===== config.mk =====
export PLATFORM = sky130hd
export DESIGN_NAME = load_store_unit
export DESIGN_NICKNAME = d
export VERILOG_FILES = /design/src/rtl/lsu_pkg.sv /design/src/rtl/load_store_unit.sv
export SDC_FILE = /design/constraint.sdc
export NUM_CORES = 1
export LEC_CHECK = 0
export ABC_AREA = 1
export BUFFER_PORTS_ARGS = -buffer_cell sky130_fd_sc_hd__buf_4
export CAP_MARGIN = 25
export CORE_ASPECT_RATIO = 0.75
export CORE_UTILIZATION = 35
export CTS_CLUSTER_DIAMETER = 50
export CTS_CLUSTER_SIZE = 12
export DETAILED_ROUTE_END_ITERATION = 8
export MAX_ROUTING_LAYER = met4
export PLACE_DENSITY = 0.58
export RECOVER_POWER = 25
export SLEW_MARGIN = 15
export SYNTH_ARGS = -nofsm -noshare
export SYNTH_HDL_FRONTEND = slang
export SYNTH_SLANG_ARGS = --single-unit

===== constraint.sdc =====
create_clock -name clk -period 2.5 [get_ports clk]
set_clock_uncertainty 0.1 [all_clocks]
set_input_delay 0 -clock clk [delete_from_list [all_inputs] [get_ports clk]]
set_output_delay 0 -clock clk [all_outputs]
set_load 0.02 [all_outputs]

===== src/rtl/lsu_pkg.sv =====
// Shared definitions for the load/store unit: controller states and the
// transfer-size encoding that memory's mov_sz input also uses.
package lsu_pkg;

  // Controller states: one store state, up to three read states, and a
  // response state that waits for the consumer.
  typedef enum logic [2:0] {
    IDLE = 3'd0,
    WR   = 3'd1,
    RD0  = 3'd2,
    RD1  = 3'd3,
    RD2  = 3'd4,
    RESP = 3'd5
  } lsu_state_e;

  // Transfer size encoding; it must agree with the memory-side mov_sz decode.
  localparam logic SZ_BYTE = 1'b0;
  localparam logic SZ_WORD = 1'b1;

  // Widen a loaded byte to 16 bits, copying bit 7 upward when sign_en is set.
  function automatic logic [15:0] extend_byte(input logic [7:0] b, input logic sign_en);
    return {{8{sign_en & b[7]}}, b};
  endfunction

endpackage


===== src/rtl/load_store_unit.sv =====
// Load/store initiator between the execute stage and a byte-addressed data
// memory. Each request is handled on its own. A word load takes two
// sequential byte reads, because the memory returns only one byte per read.
// The two bytes are joined little-endian. Every mem_* output comes from a
// register, so no request input reaches the memory port in the same cycle.
module load_store_unit
  import lsu_pkg::*;
#(
  parameter int ADDR_LEN = 16
) (
  input  logic                clk,
  input  logic                rst_n,
  input  logic                req_valid,
  output logic                req_ready,
  input  logic                req_write,
  input  logic                req_size,
  input  logic                req_signed,
  input  logic [ADDR_LEN-1:0] req_addr,
  input  logic [15:0]         req_wdata,
  output logic                resp_valid,
  input  logic                resp_ready,
  output logic [15:0]         resp_rdata,
  output logic [ADDR_LEN-1:0] mem_addr,
  output logic [15:0]         mem_in,
  output logic                mem_mov_sz,
  output logic                mem_write_en,
  input  logic [15:0]         mem_out
);

  lsu_state_e          state_q;
  logic [ADDR_LEN-1:0] addr_q;
  logic                size_q;
  logic                signed_q;
  logic [7:0]          lo_q;
  logic [15:0]         resp_rdata_q;
  logic [ADDR_LEN-1:0] mem_addr_q;
  logic [15:0]         mem_in_q;
  logic                mem_mov_sz_q;
  logic                mem_write_en_q;

  // The memory returns one byte per read, so its upper lane is never read.
  logic [7:0] unused_mem_hi;
  assign unused_mem_hi = mem_out[15:8];

  assign req_ready    = (state_q == IDLE);
  assign resp_valid   = (state_q == RESP);
  assign resp_rdata   = resp_rdata_q;
  assign mem_addr     = mem_addr_q;
  assign mem_in       = mem_in_q;
  assign mem_mov_sz   = mem_mov_sz_q;
  assign mem_write_en = mem_write_en_q;

  // Controller: accept a request in IDLE, then sequence the memory port.
  // The memory port values are loaded one edge early so that each one is
  // already stable while its state is current. The async reset drops the
  // write strobe at once, which stops a store that is still in progress.
  always_ff @(posedge clk or negedge rst_n) begin
    if (!rst_n) begin
      state_q        <= IDLE;
      addr_q         <= '0;
      size_q         <= SZ_BYTE;
      signed_q       <= 1'b0;
      lo_q           <= 8'h00;
      resp_rdata_q   <= 16'h0000;
      mem_addr_q     <= '0;
      mem_in_q       <= 16'h0000;
      mem_mov_sz_q   <= SZ_BYTE;
      mem_write_en_q <= 1'b0;
    end else begin
      case (state_q)
        IDLE: begin
          if (req_valid) begin
            addr_q     <= req_addr;
            size_q     <= req_size;
            signed_q   <= req_signed;
            mem_addr_q <= req_addr;
            if (req_write) begin
              mem_in_q       <= req_wdata;
              mem_mov_sz_q   <= req_size;
              mem_write_en_q <= 1'b1;
              state_q        <= WR;
            end else begin
              state_q <= RD0;
            end
          end
        end
        WR: begin
          mem_write_en_q <= 1'b0;
          resp_rdata_q   <= 16'h0000;
          state_q        <= RESP;
        end
        RD0: begin
          mem_addr_q <= addr_q + ADDR_LEN'(1);
          state_q    <= RD1;
        end
        RD1: begin
          lo_q <= mem_out[7:0];
          if (size_q == SZ_WORD) begin
            state_q <= RD2;
          end else begin
            resp_rdata_q <= extend_byte(mem_out[7:0], signed_q);
            state_q      <= RESP;
          end
        end
        RD2: begin
          resp_rdata_q <= {mem_out[7:0], lo_q};
          state_q      <= RESP;
        end
        RESP: begin
          if (resp_ready) begin
            state_q <= IDLE;
          end
        end
        default: begin
          state_q <= IDLE;
        end
      endcase
    end
  end

endmodule

==> impl_metrics.py <==
metrics = {
    "outcome": {
        "run_status": "finished, violations left",
        "violations": "capacitance limit, slew limit",
    },
    "setup_path": {
        "cp.arrival_ns": 2.11,
        "regToRegSetupSlack_ns": 0.56,
        "r2r-start": "state_q[2]",
        "crit_start": "state_q[2]",
        "critPathCaptureType": "flip-flop",
        "worstRegToRegCells": 9,
        "crit_required_ns": 2.68,
        "start_kind": "flip-flop",
        "r2r-end": "mem_in[11]",
        "startpoint_to_endpoint_class_of_the_critical_path": "flip-flop to flip-flop",
        "cp_max_fo": 18,
    },
    "grt": {
        "grt_max_degree": 80,
        "grt_antenna_before_repair": 0,
        "grt_first_pass_wirelength_mm": 16.3,
        "grtUsageTotal": 0.197,
        "first_global_vias": 3383,
        "overflow_left_after_global_routing": 0,
    },
    "floorplan": {
        "die_h_um": 91.4,
        "coreArea_um2": 10300,
        "row_count": 32,
        "io_count": 107,
        "floorplan.initialDensity": 0.361,
        "die_w_um": 121,
        "fp.dieArea_um2": 11100,
    },
    "timing": {
        "setup-violations-final": 0,
        "setup_repair_after_global_routing_missed_its_margin": "false",
        "timing.fmax_mhz": 516,
        "worst_slew_pin_slew_ns": 1.81,
        "slew_headroom": -0.207,
        "timing.final.hold_violations": 0,
        "post-route-min-period_ns": 1.94,
        "report.final.slew_viol_count": 32,
        "min_period_over_period": 0.775,
        "fin_tns_setup_ns": 0,
    },
    "placement": {
        "dp.final_hpwl_mm": 6.67,
        "port_buffers": 98,
        "finalWeightedCongestion": 0.823,
    },
    "synth": {
        "seq_area_frac_synth": 0.531,
        "synth_fp_nets": 532,
        "postSynthRegisterBits": 79,
        "postSynthCellCount": 476,
        "netlist-cell-type-count": 28,
        "synth_area_um2": 3730,
        "synth_warnings": 0,
        "post_synth.cell_area_avg_um2": 7.83,
    },
    "layout": {
        "layout-drive-gt1-share": 0.226,
        "syn_to_final_growth_pct": 46.2,
        "n_antenna_cell": 0,
        "final_net_count": 680,
    },
    "clock_tree": {
        "cts.sink_count": 79,
        "total_clock_buffers_created_by_cts": 9,
        "clock_path_buffers": 2,
        "cts-htree-levels": 3,
        "clkTransAtPathRegs_ns": 0.06,
        "cts.root.buffer_cell": "sky130_fd_sc_hd__clkbuf_16",
        "tritoncts_clock_tree": "built",
        "worst_skew_pair_latency_ns": 0.34,
    },
    "min_path": {
        "worst_hold_path.num_cells": 5,
        "hold_path_startpoint": "req_valid",
        "hold_path.class": "primary input to flip-flop",
        "min_delay_worst_endpoint": "size_q",
    },
    "power_and_ir_drop": {
        "power.ir.vdd_worst_mv": 0.550,
        "totalPowerFinal_mw": 6.96,
        "powerDensity_nw_per_um2": 1280,
        "total_leakage_power_nw": 2.89,
    },
    "route": {
        "detail_route.vias_per_cell": 4.56,
        "post-route-drc-count": 0,
        "ant_nets": 0,
        "drt-wirelength-per-cell_um": 12.8,
        "drt_pre_antenna_iters": 5,
        "drtIter0Drc": 206,
        "route.vias.total": 3487,
        "drt_wl_total_mm": 9.80,
    },
    "run": {
        "max-cap-violations": 1,
    },
}
layout make-up:
type / count / area [µm²]
flip-flops and latches: 79 / 1980
repair buffers: 152 / 1270
fillers: 991 / 4880
multi-input cells: 332 / 1460
inverters: 50 / 188
clock buffers: 11 / 253
clock inverters: 5 / 128
well taps: 136 / 170
per-layer routing:
metal,track usage,share of wire,vias to the layer above
li1,-,-,1775
met1,0.261,0.47,1605
met2,0.299,0.46,97
met3,0.0471,0.059,10
met4,0.0556,0.013,0
met5,-,0,-
critical path, stage by stage (launching register included):
cell and delay [ns]:
sky130_fd_sc_hd__dfrtp_1 0.40, sky130_fd_sc_hd__inv_2 0.08, sky130_fd_sc_hd__nand2_1 0.09, sky130_fd_sc_hd__nor2_2 0.15
sky130_fd_sc_hd__inv_2 0.06, sky130_fd_sc_hd__nor2_4 0.21, sky130_fd_sc_hd__nand2_2 0.28, sky130_fd_sc_hd__inv_2 0.33
sky130_fd_sc_hd__nand2_1 0.09, sky130_fd_sc_hd__nand2_1 0.08
flip-flops by register name, summed over array words and instances, names as in the netlist:
register,count
addr_q,16
lo_q,8
mem_addr,16
mem_in,16
mem_mov_sz,1
mem_write_en,1
resp_rdata,16
signed_q,1
size_q,1
state_q,3
worst max-delay path by stage:
stage,slack [ns],to
2_1_floorplan,0.86,state_q[0]
6_report,0.56,mem_in[11]
5_1_grt,0.25,resp_rdata[12]
3_5_place_dp,0.55,mem_in[3]
4_1_cts,0.54,mem_in[11]
3_3_place_gp,0.64,mem_in[1]
where the power goes:
| part | leakage (nW) | internal [mW] | switching (mW) |
|---|---|---|---|
| Sequential | 0.997 | 1.89 | 0.428 |
| Combinational | 1.71 | 1.18 | 1.82 |
| Clock | 0.182 | 1.13 | 0.510 |
| Total | 2.89 | 4.20 | 2.76 |
cell usage after synthesis:
master	n	share of area
sky130_fd_sc_hd__o21ai_0	46	0.062
sky130_fd_sc_hd__clkbuf_1	3	0.0030
sky130_fd_sc_hd__nand2_2	1	0.0017
sky130_fd_sc_hd__nor2_4	2	0.0060
sky130_fd_sc_hd__nor3_1	1	0.0013
sky130_fd_sc_hd__o21a_1	1	0.0020
sky130_fd_sc_hd__or2_2	1	0.0017
sky130_fd_sc_hd__o21ai_2	6	0.014
sky130_fd_sc_hd__nor2_2	2	0.0034
sky130_fd_sc_hd__xor2_1	3	0.0071
sky130_fd_sc_hd__nand2_1	202	0.20
sky130_fd_sc_hd__nand3_2	1	0.0027
sky130_fd_sc_hd__dfrtp_1	79	0.53
sky130_fd_sc_hd__nand3b_1	1	0.0020
sky130_fd_sc_hd__nor2_1	27	0.027
sky130_fd_sc_hd__a21o_1	1	0.0020
sky130_fd_sc_hd__nand4_1	3	0.0050
sky130_fd_sc_hd__inv_1	43	0.043
sky130_fd_sc_hd__buf_4	4	0.0081
sky130_fd_sc_hd__buf_1	1	0.0010
sky130_fd_sc_hd__buf_6	3	0.0091
sky130_fd_sc_hd__o22ai_1	7	0.012
sky130_fd_sc_hd__xnor2_1	1	0.0024
sky130_fd_sc_hd__ha_1	1	0.0034
sky130_fd_sc_hd__buf_2	4	0.0054
sky130_fd_sc_hd__nand3_1	17	0.023
sky130_fd_sc_hd__a21oi_1	8	0.011
sky130_fd_sc_hd__inv_2	7	0.0071
layout by cell type (no fill, tap or decap), types with 4 or more instances in the layout:
master	Yosys	final
sky130_fd_sc_hd__nand2_1	202	202
sky130_fd_sc_hd__buf_4	4	105
sky130_fd_sc_hd__dfrtp_1	79	79
sky130_fd_sc_hd__o21ai_0	46	46
sky130_fd_sc_hd__dlygate4sd3_1	0	45
sky130_fd_sc_hd__inv_1	43	43
sky130_fd_sc_hd__nor2_1	27	27
sky130_fd_sc_hd__nand3_1	17	17
sky130_fd_sc_hd__clkbuf_16	0	9
sky130_fd_sc_hd__a21oi_1	8	8
sky130_fd_sc_hd__inv_2	7	7
sky130_fd_sc_hd__o22ai_1	7	7
sky130_fd_sc_hd__o21ai_2	6	6
sky130_fd_sc_hd__bufinv_16	0	4
per-stage QoR:
step	setup slack [ns]	std cells	instance area [µm²]	hold WS, ns	utilization
finish	0.563	765	5450	0.0338	0.527
global route	0.247	765	5450	0.0505	0.527
CTS	0.539	764	5420	0.0335	0.525
detailed placement	0.549	703	4590	0.0974	0.445
global placement	0.639	703	4590	0.0959	0.445
floorplan	0.864	476	3730	-0.396	-
cells by family after synthesis:
kind of cell / share of synthesized area
AO/OA/AOI/OAI: 0.102
XOR/XNOR: 0.00940
adder cells (fa/ha/maj): 0.00336
buffers and inverters: 0.0769
flip-flops: 0.531
AND/OR/NAND/NOR: 0.277
timing repair:
| action | 4_1_cts | 5_1_grt |
|---|---|---|
| buffers inserted | 0 | 0 |
| hold buffers | 45 | 0 |
| setup endpoints to repair | 0 | 0 |
| gates resized for setup | 0 | 0 |
| hold endpoints to repair | 151 | 0 |
No activity file was read; power rests on OpenSTA's default activity.
